File: src/rtl/spi_arb_pkg.sv
// Shared types and widths for the SPI arbiter.
package spi_arb_pkg;

  localparam int SPI_CMD_W  = 16;
  localparam int SPI_RESP_W = 16;

  typedef enum logic [2:0] {
    ST_IDLE,
    ST_LAUNCH,
    ST_WAIT,
    ST_DONE,
    ST_GAP
  } arb_state_t;

endpackage

File: src/rtl/spi_arb_pick.sv
// Combinational winner selection for spi_arbiter.
// SPI_ARB_RR_EN defined: round-robin from ptr; undefined: fixed priority, lowest index wins.
module spi_arb_pick
  import spi_arb_pkg::*;
#(
  parameter int NUM_REQ = 3,
  parameter int IDX_W   = $clog2(NUM_REQ)
) (
  input  logic [NUM_REQ-1:0] req,
  input  logic [IDX_W-1:0]   ptr,
  output logic [IDX_W-1:0]   win,
  output logic               any
);

`ifdef SPI_ARB_RR_EN
  logic [IDX_W:0]   sum;
  logic [IDX_W-1:0] idx;

  // Scan offsets from farthest to nearest so the nearest requester after ptr wins.
  always_comb begin
    win = '0;
    any = 1'b0;
    sum = '0;
    idx = '0;
    for (int off = NUM_REQ - 1; off >= 0; off--) begin
      sum = {1'b0, ptr} + (IDX_W+1)'(off);
      if (sum >= (IDX_W+1)'(NUM_REQ)) sum = sum - (IDX_W+1)'(NUM_REQ);
      idx = sum[IDX_W-1:0];
      if (req[idx]) begin
        win = idx;
        any = 1'b1;
      end
    end
  end
`else
  logic ptr_unused;
  assign ptr_unused = ^ptr;

  always_comb begin
    win = '0;
    any = 1'b0;
    for (int i = NUM_REQ - 1; i >= 0; i--) begin
      if (req[i]) begin
        win = IDX_W'(i);
        any = 1'b1;
      end
    end
  end
`endif

endmodule

File: src/rtl/spi_arbiter.sv
// Shares one 16-bit SPI monarch between NUM_REQ requesters, with GAP_CYC idle clocks after each transfer.
// Arbitration policy is chosen in spi_arb_pick by SPI_ARB_RR_EN (round-robin) or its absence (fixed).
module spi_arbiter
  import spi_arb_pkg::*;
#(
  parameter int NUM_REQ = 3,
  parameter int GAP_CYC = 2
) (
  input  logic                         clk,
  input  logic                         rst_n,
  input  logic [NUM_REQ-1:0]           req,
  input  logic [SPI_CMD_W*NUM_REQ-1:0] req_cmd,
  output logic [NUM_REQ-1:0]           grant,
  output logic [NUM_REQ-1:0]           ack,
  output logic [SPI_RESP_W-1:0]        resp,
  output logic                         busy,
  output logic                         spi_snd,
  output logic [SPI_CMD_W-1:0]         spi_cmd,
  input  logic                         spi_done,
  input  logic [SPI_RESP_W-1:0]        spi_resp
);

  localparam int IDX_W = $clog2(NUM_REQ);
  localparam logic [NUM_REQ-1:0] ONE_HOT0 = NUM_REQ'(1);
  localparam logic [IDX_W-1:0]   LAST_IDX = IDX_W'(NUM_REQ - 1);

  arb_state_t           state_reg;
  logic [IDX_W-1:0]     owner_reg;
  logic [IDX_W-1:0]     ptr_reg;
  logic [7:0]           gap_cnt_reg;
  logic [IDX_W-1:0]     win;
  logic                 any;
  logic [SPI_CMD_W-1:0] cmd_arr [NUM_REQ];

  for (genvar gi = 0; gi < NUM_REQ; gi++) begin : g_cmd
    assign cmd_arr[gi] = req_cmd[gi*SPI_CMD_W +: SPI_CMD_W];
  end

  spi_arb_pick #(
    .NUM_REQ (NUM_REQ),
    .IDX_W   (IDX_W)
  ) u_pick (
    .req (req),
    .ptr (ptr_reg),
    .win (win),
    .any (any)
  );

  always_ff @(posedge clk or negedge rst_n) begin
    if (!rst_n) begin
      state_reg   <= ST_IDLE;
      owner_reg   <= '0;
      ptr_reg     <= '0;
      gap_cnt_reg <= '0;
      grant       <= '0;
      ack         <= '0;
      resp        <= '0;
      busy        <= 1'b0;
      spi_snd     <= 1'b0;
      spi_cmd     <= '0;
    end else begin
      case (state_reg)
        ST_IDLE: begin
          if (any) begin
            owner_reg <= win;
            spi_cmd   <= cmd_arr[win];
            grant     <= ONE_HOT0 << win;
            busy      <= 1'b1;
            spi_snd   <= 1'b1;
            state_reg <= ST_LAUNCH;
          end
        end
        ST_LAUNCH: begin
          spi_snd   <= 1'b0;
          state_reg <= ST_WAIT;
        end
        // The monarch clears done on the LAUNCH->WAIT edge, so any done seen here is fresh.
        ST_WAIT: begin
          if (spi_done) begin
            resp      <= spi_resp;
            ack       <= ONE_HOT0 << owner_reg;
            state_reg <= ST_DONE;
          end
        end
        ST_DONE: begin
          ack         <= '0;
          grant       <= '0;
          ptr_reg     <= (owner_reg == LAST_IDX) ? '0 : owner_reg + 1'b1;
          gap_cnt_reg <= 8'(GAP_CYC);
          if (GAP_CYC == 0) begin
            busy      <= 1'b0;
            state_reg <= ST_IDLE;
          end else begin
            state_reg <= ST_GAP;
          end
        end
        ST_GAP: begin
          if (gap_cnt_reg <= 8'd1) begin
            busy      <= 1'b0;
            state_reg <= ST_IDLE;
          end else begin
            gap_cnt_reg <= gap_cnt_reg - 8'd1;
          end
        end
        default: state_reg <= ST_IDLE;
      endcase
    end
  end

endmodule
File: config.mk
export PLATFORM = sky130hd
export DESIGN_NAME = spi_arbiter
export DESIGN_NICKNAME = d
export VERILOG_FILES = /design/src/rtl/spi_arb_pkg.sv /design/src/rtl/spi_arb_pick.sv /design/src/rtl/spi_arbiter.sv
export SDC_FILE = /design/constraint.sdc
export NUM_CORES = 1
export LEC_CHECK = 0
export BUFFER_PORTS_ARGS = -buffer_cell sky130_fd_sc_hd__buf_2
export CORE_UTILIZATION = 44
export DETAILED_ROUTE_END_ITERATION = 7
export PLACE_DENSITY = 0.76
export SLEW_MARGIN = 30
export SYNTH_ARGS = -nofsm -noshare
export SYNTH_HDL_FRONTEND = slang
export SYNTH_SLANG_ARGS = --single-unit
File: constraint.sdc
create_clock -name clk -period 1.5 [get_ports clk]
set_clock_uncertainty 0.05 [all_clocks]
set_input_delay 0.225 -clock clk [delete_from_list [all_inputs] [get_ports clk]]
set_output_delay 0.225 -clock clk [all_outputs]
set_load 0.005 [all_outputs]
==> flow_summary.ini <==
[timing]
fin_crit_sh = 1.06
period_minus_slack_ns = 1.59
drv_slew = 0
worst_pin_slew_ns = 0.399
setup-violations-final = 37
relSlewSlack = 0.734
fmax_ghz = 0.627
finalWorstSetupSlack_ns = -0.0941
finalSetupTns_ns = -1.63
finalHoldViolCount = 0
rsz0062_at_grt = true

[detailed_routing]
drc = 0
drt_iter0_markers = 92
antenna_left = 0
drt_wl_total_um = 7280
via_per_inst = 5.53
drtPass1Iterations = 4
routedWlPerCell_um = 15.2
vias = 2645

[logic_synthesis]
syn_avg_cell_area_sq_um = 10.4
synth_top_area_frac = 0.472
ys_top_cells_by_area = dfrtp_1 47%, mux2_2 6.8%, a22oi_1 5.1%
ys_top_cells_by_count = 53 x dfrtp_1, 21 x a21oi_1, 19 x a22oi_1
async_reset_ff_frac = 1.00
netlist_instances = 269
ys.flop_type = dfrtp_1
synth_seq_cells = 53
synth_seq_area_share = 0.472
yosysMostFrequentCell = dfrtp_1
synth_top_area_cell = dfrtp_1
synth_edf_count = 0
synthDistinctLibCells = 43
synthesis.area_sq_um = 2810
synthesis.nets = 341
yosysWarnings = 0

[floorplan]
die_area_sq_um = 6700
coreArea_sq_um = 6030
rows = 28
die_height_um = 81.9
die_x_um = 81.9
start_util = 0.466
io_pins = 110

[final_layout]
nFillCells = 502
final_area_sq_um = 3880
drive_gt1_frac = 0.471
area_growth_pct = 38.3
nets = 474
n_antenna_cell = 0
instances_no_fill = 478

[power]
p_sw_frac = 0.367
pwr-share-clk = 0.118
p_per_area_nw_per_um2 = 1750
intPower_mw = 4.31
ir_drop_uv = 932
power.total_mw = 6.81
pwr-share-seq = 0.368
leakage_nw = 1.79
combPwrFrac = 0.514
switchingPower_mw = 2.50

[outcome]
outcome = complete, but fails checks
violations = negative setup slack

[clock_tree]
h-tree-depth = 2
path_clk_slew_ns = 0.09
clk_latency_ns = 0.31
clock_path_buffers = 2
clock_tree.root_cell = clkbuf_8
clock-sinks = 53
cts_tree = done
cts_made_buffers = 5

[global_routing]
grt_max_degree = 36
grt_overflow = 0
track_usage = 0.222
grt_pass1_wl_um = 11400
antenna_found_initial = 0
grt_pass1_vias = 2495

[place]
numPortBuffers = 109
gp_congestion = 0.846
dp_cells = 464
dp_hpwl_um = 5270
placed_cell_area_sq_um = 3620

[worst_setup_path]
ff2ff_setup_slack_ns = -0.09
path_delay_family = simple AND/OR/NAND/NOR gates
required_ns = 1.69
cp-end-kind = flip-flop
slowest_stage = dfrtp_2
critPathKind = flip-flop to flip-flop
path_cells = or3b_4 > or4_1 > o21ai_1
path_max_fanout = 6
cp_num_buf_inv = 0
startpoint_type = flip-flop
slowest_delay_ns = 0.47
arrival_ns = 1.79

[job]
drv_cap = 0

[min_path]
hp-class = primary input to flip-flop
power groups by stage:
stage,Clock [mW],Combinational [mW],Sequential [mW]
2_1_floorplan,0,1.69,2.53
3_3_place_gp,0,3.00,2.48
3_5_place_dp,0,3.08,2.51
4_1_cts,0.825,3.34,2.49
5_1_grt,0.876,3.84,2.60
6_report,0.801,3.50,2.51
worst paths after layout:
check                                         start                          to  cells past startpoint
setup / recovery           state_reg[0]$_DFFE_PN0P_  gap_cnt_reg[3]$_DFFE_PN0P_                      3
hold / removal                         spi_resp[14]        resp[14]$_DFFE_PN0P_                      2
setup reg to reg           state_reg[0]$_DFFE_PN0P_  gap_cnt_reg[3]$_DFFE_PN0P_                      3
hold reg to reg                  ack[1]$_DFFE_PN0P_          ack[1]$_DFFE_PN0P_                      1
max in group asynchronous                     rst_n         resp[9]$_DFFE_PN0P_                      3
min in group asynchronous                     rst_n         resp[0]$_DFFE_PN0P_                      2
cells in the final DEF, fill, tap and decap left out, types with 2 or more instances in the layout:
cell | Yosys | routed
nand2_1 | 4 | 4
o31ai_1 | 2 | 2
o21ai_1 | 1 | 2
nor2_1 | 8 | 6
o21ai_0 | 4 | 3
dfrtp_1 | 53 | 52
a31oi_1 | 16 | 16
o311ai_1 | 0 | 2
mux2i_1 | 3 | 3
o2111ai_1 | 2 | 2
a32o_1 | 3 | 3
mux2_4 | 0 | 5
buf_2 | 12 | 109
nor4_1 | 3 | 2
clkbuf_8 | 0 | 5
nand2b_1 | 17 | 17
inv_1 | 6 | 5
buf_4 | 0 | 30
nor2b_1 | 2 | 2
a21oi_1 | 21 | 21
nor2_4 | 0 | 2
buf_6 | 2 | 9
nand4_1 | 2 | 2
o2bb2ai_1 | 3 | 3
or3_4 | 0 | 2
clkinvlp_4 | 0 | 2
mux2_2 | 17 | 12
nand3b_1 | 17 | 17
a22oi_1 | 19 | 19
a21o_1 | 16 | 16
repair_timing:
item                                    4_1_cts  5_1_grt
hold buffers                                  1        0
pin swaps                                     0        3
endpoints found under the setup margin       43       47
hold endpoints to repair                     14        0
gates resized for setup                      21       13
buffers inserted                              3        1
gates cloned                                  1        0
cell type report:
cell class / count / area, sq um / area share
clock buffer: 6 / 72.6 / 0.0187
clock inverter: 2 / 15.0 / 0.00387
inverter: 6 / 22.5 / 0.00580
multi-input combinational: 186 / 1450 / 0.373
sequential: 53 / 1330 / 0.342
tap: 75 / 93.8 / 0.0242
timing repair buffer: 150 / 902 / 0.232
metal layers:
| metal | vias to the layer above | global-route usage | share of wire |
|---|---|---|---|
| met1 | 1266 | 0.276 | 0.43 |
| met3 | 9 | 0.0500 | 0.066 |
| met4 | 0 | 0.0667 | 0.014 |
| met5 | - | 0 | 0 |
| met2 | 101 | 0.379 | 0.49 |
| li1 | 1269 | - | - |
per-stage QoR:
step | hold slack (ns) | util | setup slack, ns
after floorplan | -0.121 | - | -0.0246
after global placement | 0.117 | 0.602 | -0.0765
after detailed placement | 0.124 | 0.602 | -0.108
after CTS | 0.0845 | 0.634 | -0.0873
after global routing | 0.0843 | 0.645 | -0.143
final | 0.0910 | 0.645 | -0.0941
worst register-to-register path, cell delays in order, from the launching register on:
cell and delay (ns):
dfrtp_2 0.47, or3b_4 0.42, or4_1 0.47, o21ai_1 0.12
kinds of logic after synthesis:
logic type | share of synthesized area
buffers and inverters | 0.0508
AND/OR/NAND/NOR | 0.163
multiplexers | 0.0789
AO/OA/AOI/OAI | 0.223
flip-flops | 0.472
XOR/XNOR | 0.00312
adder cells (fa/ha/maj) | 0.00891
Power figures use the tool's default switching activity.
